[config.mk]
export PLATFORM = sky130hd
export DESIGN_NAME = alu_issue_stage
export DESIGN_NICKNAME = d
export VERILOG_FILES = /design/src/rtl/alu_issue_stage.sv
export SDC_FILE = /design/constraint.sdc
export NUM_CORES = 1
export LEC_CHECK = 0
export ABC_AREA = 1
export ABC_CLOCK_PERIOD_IN_PS = 15000
export CORE_MARGIN = 4
export CORE_UTILIZATION = 30
export CTS_CLUSTER_SIZE = 20
export DETAILED_ROUTE_END_ITERATION = 8
export PLACE_DENSITY = 0.52
export SETUP_SLACK_MARGIN = 0.2
export SYNTH_ARGS = -nofsm -noshare
export SYNTH_HDL_FRONTEND = slang
export SYNTH_SLANG_ARGS = --single-unit
[constraint.sdc]
create_clock -name clk -period 15 [get_ports clk]
set_clock_uncertainty 0.05 [all_clocks]
set_input_delay 3 -clock clk [delete_from_list [all_inputs] [get_ports clk]]
set_output_delay 3 -clock clk [all_outputs]
set_load 0.01 [all_outputs]
[src/rtl/alu_issue_stage.sv]
// Registered issue/response wrapper around a combinational 64-bit ALU:
// an in-order command FIFO drives the ALU, and a valid/ready register captures results.
module alu_issue_stage #(
    parameter int WIDTH = 64,
    parameter int DEPTH = 4,
    parameter int SHW   = 5,
    parameter int TAGW  = 8
) (
    input  logic                       clk,
    input  logic                       rst_n,
    input  logic                       cmd_valid,
    output logic                       cmd_ready,
    input  logic [3:0]                 cmd_opcode,
    input  logic [WIDTH-1:0]           cmd_a,
    input  logic [WIDTH-1:0]           cmd_b,
    input  logic [SHW-1:0]             cmd_shift,
    input  logic [TAGW-1:0]            cmd_tag,
    output logic [3:0]                 alu_opcode,
    output logic [WIDTH-1:0]           alu_input1,
    output logic [WIDTH-1:0]           alu_input2,
    output logic [SHW-1:0]             alu_shiftValue,
    input  logic [WIDTH-1:0]           alu_result,
    input  logic                       alu_carry,
    input  logic                       alu_zero,
    input  logic                       alu_overflow,
    input  logic                       alu_sign,
    output logic                       rsp_valid,
    input  logic                       rsp_ready,
    output logic [WIDTH-1:0]           rsp_result,
    output logic [3:0]                 rsp_flags,
    output logic [TAGW-1:0]            rsp_tag,
    output logic                       rsp_illegal,
    output logic [$clog2(DEPTH):0]     occupancy,
    output logic [31:0]                ops_done
);

    localparam int AW = $clog2(DEPTH);

    logic [3:0]       mem_op    [DEPTH];
    logic [WIDTH-1:0] mem_a     [DEPTH];
    logic [WIDTH-1:0] mem_b     [DEPTH];
    logic [SHW-1:0]   mem_shift [DEPTH];
    logic [TAGW-1:0]  mem_tag   [DEPTH];

    logic [AW-1:0] wr_ptr, rd_ptr;
    logic [AW:0]   count;
    logic          push, pop, head_valid, handoff, head_illegal;

    assign cmd_ready    = (count < (AW+1)'(DEPTH));
    assign push         = cmd_valid & cmd_ready;
    assign head_valid   = (count != '0);
    assign pop          = head_valid & (~rsp_valid | rsp_ready);
    assign handoff      = rsp_valid & rsp_ready;
    assign head_illegal = (mem_op[rd_ptr] > 4'd5);
    assign occupancy    = count;

    // ALU operands come only from storage, so there is no cmd_* to alu_* path.
    always_comb begin
        alu_opcode     = '0;
        alu_input1     = '0;
        alu_input2     = '0;
        alu_shiftValue = '0;
        if (head_valid) begin
            alu_opcode     = mem_op[rd_ptr];
            alu_input1     = mem_a[rd_ptr];
            alu_input2     = mem_b[rd_ptr];
            alu_shiftValue = mem_shift[rd_ptr];
        end
    end

    always_ff @(posedge clk) begin
        if (push) begin
            mem_op[wr_ptr]    <= cmd_opcode;
            mem_a[wr_ptr]     <= cmd_a;
            mem_b[wr_ptr]     <= cmd_b;
            mem_shift[wr_ptr] <= cmd_shift;
            mem_tag[wr_ptr]   <= cmd_tag;
        end
    end

    always_ff @(posedge clk or negedge rst_n) begin
        if (!rst_n) begin
            wr_ptr <= '0;
            rd_ptr <= '0;
            count  <= '0;
        end else begin
            if (push) wr_ptr <= wr_ptr + AW'(1);
            if (pop)  rd_ptr <= rd_ptr + AW'(1);
            case ({push, pop})
                2'b10:   count <= count + (AW+1)'(1);
                2'b01:   count <= count - (AW+1)'(1);
                default: count <= count;
            endcase
        end
    end

    always_ff @(posedge clk or negedge rst_n) begin
        if (!rst_n) begin
            rsp_valid   <= 1'b0;
            rsp_result  <= '0;
            rsp_flags   <= '0;
            rsp_tag     <= '0;
            rsp_illegal <= 1'b0;
            ops_done    <= '0;
        end else begin
            if (pop) begin
                rsp_valid   <= 1'b1;
                rsp_tag     <= mem_tag[rd_ptr];
                rsp_illegal <= head_illegal;
                if (head_illegal) begin
                    rsp_result <= '0;
                    rsp_flags  <= '0;
                end else begin
                    rsp_result <= alu_result;
                    rsp_flags  <= {alu_carry, alu_zero, alu_overflow, alu_sign};
                end
            end else if (handoff) begin
                rsp_valid <= 1'b0;
            end
            if (handoff) ops_done <= ops_done + 32'd1;
        end
    end

endmodule

### After elaboration in Yosys (flattened, before gate mapping)

Memories as Yosys holds them, arrays and structs flattened. A register that Yosys moved wholly into a read port is not among the register bits.
Cells that the tools add are included.

* add/subtract/negate cells: 5
* magnitude comparators: 2
* eq/ne operators: 2
* mux-type cells: 11
* bitwise operators: 5
* reductions and logical operators: 4

Operators with widths (count)
* 64-bit two-way mux: 3
* 32-bit by 1-bit adder with 32-bit output (second input constant): 1
* 4-bit two-way mux: 2
* 3-bit case mux with 2 select lines: 1
* 5-bit two-way mux: 1
* 2-bit by 1-bit adder with 2-bit output (second input constant): 2
* 4-bit by 3-bit > comparator with 1-bit output (second input constant): 1
* 1-bit two-way mux: 4
* 2-bit nonzero test: 2
* 3-bit by 1-bit adder with 3-bit output (second input constant): 1
* 1-bit AND: 3
* 3-bit < comparator (second input constant): 1
* 3-bit nonzero test: 1
* 3-bit by 1-bit subtractor with 3-bit output (second input constant): 1
* 2-bit by 1-bit == test with 1-bit output (second input constant): 1
* 2-bit == test (second input constant): 1
* 1-bit zero test: 1
* 1-bit inverter: 1
* 1-bit bitwise OR: 1

* register bits after elaboration: 109
* memory bits (writable): 580
* output and inout bits: 251
* logic and storage cells: 42
* memories: 5

Memories
* mem_a: words 4, width 64, rd ports 1, clocked after memory_dff 0, wr ports 1, RTL line 40 `logic [WIDTH-1:0] mem_a [DEPTH];`
* mem_b: words 4, width 64, rd ports 1, clocked after memory_dff 0, wr ports 1, RTL line 41 `logic [WIDTH-1:0] mem_b [DEPTH];`
* mem_tag: words 4, width 8, rd ports 1, clocked after memory_dff 1, wr ports 1, RTL line 43 `logic [TAGW-1:0] mem_tag [DEPTH];`
* mem_shift: words 4, width 5, rd ports 1, clocked after memory_dff 0, wr ports 1, RTL line 42 `logic [SHW-1:0] mem_shift [DEPTH];`
* mem_op: words 4, width 4, rd ports 1, clocked after memory_dff 0, wr ports 1, RTL line 39 `logic [3:0] mem_op [DEPTH];`

### Logic depth before layout (Yosys ltp)

* depth in word-level cells: 5
* mapped depth: 11

### Worst setup path before layout

Ideal clock, no wire load.

* path type: input-to-reg
* start: in cmd_valid
* end: mem mem_a[0][0], enable pin
* library setup time: 0.652 ns
* data arrival time: 9.206 ns
* setup slack: 5.092 ns
* stages on the path: 2
* path buffers: 0
* path through: nand2_1 -> nor2_1

* longest elaborated chain between the ends: 3

Ends and longest elaborated chain
* start, declared: RTL line 11 `input logic cmd_valid,`
* 1-bit AND: RTL line 50 `assign push = cmd_valid & cmd_ready;`
* 1-bit two-way mux: RTL line 72 `if (push) begin`
* 1-bit two-way mux (not written as such): RTL line 74 `mem_a[wr_ptr] <= cmd_a;`
* end, declared: RTL line 40

No other way between the ends.

### Final worst setup path

* start: reg rd_ptr[0]
* end: out alu_input2[15]

* longest elaborated chain between the ends: 2

Ends and longest elaborated chain
* start, declared: RTL line 45 `logic [AW-1:0] wr_ptr, rd_ptr;`
* start signal, assigned: RTL line 88 `if (pop) rd_ptr <= rd_ptr + AW'(1);`
* memory 4 x 64 bit
* 64-bit two-way mux: RTL line 63 `if (head_valid) begin`
* end, declared: RTL line 20 `output logic [WIDTH-1:0] alu_input2,`

No other way between the ends.

==> qor.txt <==
status -> completed
PostCTS Resize Cnt -> 0
Chip Width -> 310 um
Syn Inst Count -> 2306
period utilization -> 50.2%
most common library cell in the layout ignoring fill and taps -> nor2_1
count of different cell masters after synthesis -> 25
Max Buffers Root-to-Sink -> 3
largest net degree at the start of global routing -> 140
root buffer cell -> clkbuf_16
Crit. End Element -> output pin
global-route wire length before repair -> 114000 um
RSZ-0062 raised after global routing -> false
Num Clock Sinks -> 697
critical path class -> reg -> out
Req. time, crit path -> 11.95 ns
length of the first detailed-routing pass in iterations -> 5
max frequency -> 0.133 GHz
Bufs and invs on worst path -> 3
H-Tree Depth -> 3
VDD IR max -> 0.000120 V
CP Max Fanout -> 82
Wirelength per Cell -> 19.3 um
Post-Syn Area -> 0.0273 sq mm
Fill cells -> 8433
Cell Count, Final, Fillers Out -> 4007
drt total wl -> 77300 um
Setup Fix Bufs, Post-CTS -> 0
drt drc -> 0
Die Ht -> 310 um
Antenna Nets Post-Route -> 0
initial DRC count -> 1273
net count after synthesis -> 2530
row cnt -> 110
register area share after synthesis -> 74.6%
DP HPWL -> 46500 um
pwr dens -> 201 mW/mm^2
# Max-Cap Violations -> 0
Setup crit start kind -> flip-flop
TritonCTS buffer count -> 81
Pins Over Slew Limit -> 0
CTS tree -> yes
via count -> 18400
setup TNS -> 0 ns
Global Route Usage Sum -> 15.7%
layout cell share with drive strength beyond 1 -> 5.43%
synthesized area per cell -> 11.8 sq um
critical path data arrival time -> 4.48 ns
final setup fails -> 0
core area -> 0.0901 sq mm
worst setup margin -> 7.47 ns
crit-path cells -> buf_4 -> buf_4 -> nor2_1 -> nor2_1 -> o21ai_0 -> a21oi_1 -> clkdlybuf4s50_1
antenna violations before repair -> 23
total gr overflow -> 0
worst-margin pin slew -> 1.02 ns
YS warnings -> 0
Worst-Skew Late Latency -> 0.64 ns
Top delay family on crit path -> buffers and inverters
area of placed instances -> 0.0332 sq mm
Initial Util -> 30.3%
Slew headroom -> 31.8%
placer congestion estimate -> 0.814
port bufs -> 467
number of global-route vias before repair -> 18500
Max stage delay cell, worst path -> dfrtp_4
commonest non-fill, non-tap cells in the layout -> nor2_1, edfxtp_1, clkdlybuf4s50_1
Leak -> 12.8 nW
Slowest Stage Delay on Critical Path -> 0.87 ns
min-delay worst type -> reg -> reg
I/O Pins -> 468
routed vias/inst -> 4.59
Seq cells post-synth -> 697
Final Hold Fails -> 0
Hold Buf Count CTS -> 0
# placed instances -> 3847
Min Hold Slack -> 0.426 ns
Setup WS pre-CTS -> 8.05 ns
post-route minimum period -> 7.53 ns
clk slew on worst S/H paths -> 0.06 ns
Layout area overhead -> 31.4%
die area -> 0.0958 sq mm
post-route cell area -> 0.0358 sq mm
r2r setup slk -> 10.56 ns
Post-layout nets -> 2978
[final cells by class]
type                    count  area [sq um]  share of cell area, %
inverters                  46           180                  0.503
diodes                     13          32.5                 0.0908
repair buffers            491          4880                   13.6
well taps                1176          1470                   4.11
clock inverters            44           474                   1.32
clock buffers             103          2160                   6.03
flip-flops and latches    697         20400                   56.8
multi-input cells        1437          6290                   17.5
[cell usage after synthesis]
cell | count | area [sq um]
inv_1 | 44 | 165
buf_4 | 1 | 7.51
buf_6 | 1 | 11.3
dfrtp_1 | 117 | 2930
edfxtp_1 | 580 | 17400
inv_2 | 2 | 7.51
xor2_1 | 14 | 123
xnor2_1 | 10 | 87.6
nand3b_1 | 3 | 22.5
nor2_4 | 1 | 11.3
nor2_1 | 629 | 2360
a31oi_1 | 8 | 50.1
nor2_2 | 1 | 6.26
nand4_1 | 13 | 81.3
fa_1 | 1 | 20.0
nor3_1 | 6 | 30.0
nand3_1 | 23 | 115
buf_2 | 40 | 200
o31ai_1 | 1 | 7.51
ha_1 | 6 | 75.1
a21oi_1 | 137 | 686
clkbuf_1 | 61 | 229
buf_1 | 23 | 86.3
o21ai_0 | 287 | 1440
nand2_1 | 297 | 1110
[where the power goes]
group          internal [W]  leakage, nW  total [W]  switching, W
registers           0.00242         6.79    0.00257      0.000154
clock network       0.00112         1.28    0.00191      0.000789
logic               0.00112         4.71    0.00271       0.00159
total               0.00466         12.8    0.00719       0.00253
[flip-flops by register name (all words and copies together) (netlist names)]
name / count
wr_ptr: 2
rd_ptr: 2
rsp_illegal: 1
rsp_tag: 8
mem_shift: 20
mem_b: 256
ops_done: 32
rsp_result: 64
occupancy: 3
rsp_flags: 4
mem_op: 16
mem_tag: 32
rsp_valid: 1
mem_a: 256
[worst register-to-register path: stages (launching register included)]
cell and delay [ns]:
dfrtp_4 0.74, inv_4 0.58, buf_4 0.81, buf_4 0.70, nand3_1 0.18, nand2_1 0.13, nand2_1 0.10, nor2_4 0.12
buf_4 0.56, nand2_1 0.30, nand2_1 0.12
[kinds of logic (layout without fill, tap and decap cells)]
kind of cell | count (synthesis) | after routing | share of synthesized area (%)
buffers and inverters | 172 | 684 | 2.59
xor gates and xnor gates | 24 | 24 | 0.771
adders and majority gates | 7 | 7 | 0.349
AOI/OAI and AO/OA | 433 | 433 | 7.99
and+or+nand+nor | 973 | 973 | 13.7
DFF | 697 | 697 | 74.6
other | 0 | 13 | 0
[path summary, 6_finish.rpt]
kind | start | end | cells past startpoint
max in group asynchronous | rst_n | rd_ptr[0] | 2
hold / removal | rsp_result[32] | rsp_result[32] | 2
hold reg to reg | rsp_result[32] | rsp_result[32] | 2
min in group asynchronous | rst_n | rsp_result[32] | 1
setup reg to reg | rd_ptr[1] | rsp_result[0] | 10
setup / recovery | rd_ptr[0] | alu_input2[15] | 7
[routing by layer]
metal | wire (um) | vias to the layer above | track usage [%] | share of wire [%]
met5 | 134 | - | 0 | 0.17
met3 | 6520 | 119 | 5.50 | 8.4
met2 | 37400 | 496 | 26.6 | 48
met4 | 1690 | 20 | 4.45 | 2.2
li1 | - | 8861 | - | -
met1 | 31600 | 8890 | 18.9 | 41
[through the flow]
step | utilization (%) | total power, W
after floorplan | - | 0.00397
after global routing | 39.7 | 0.00766
after detailed placement | 36.8 | 0.00539
after CTS | 39.7 | 0.00735
final | 39.8 | 0.00719
after global placement | 36.8 | 0.00537
Note: power is estimated with default switching activity, not from simulation.
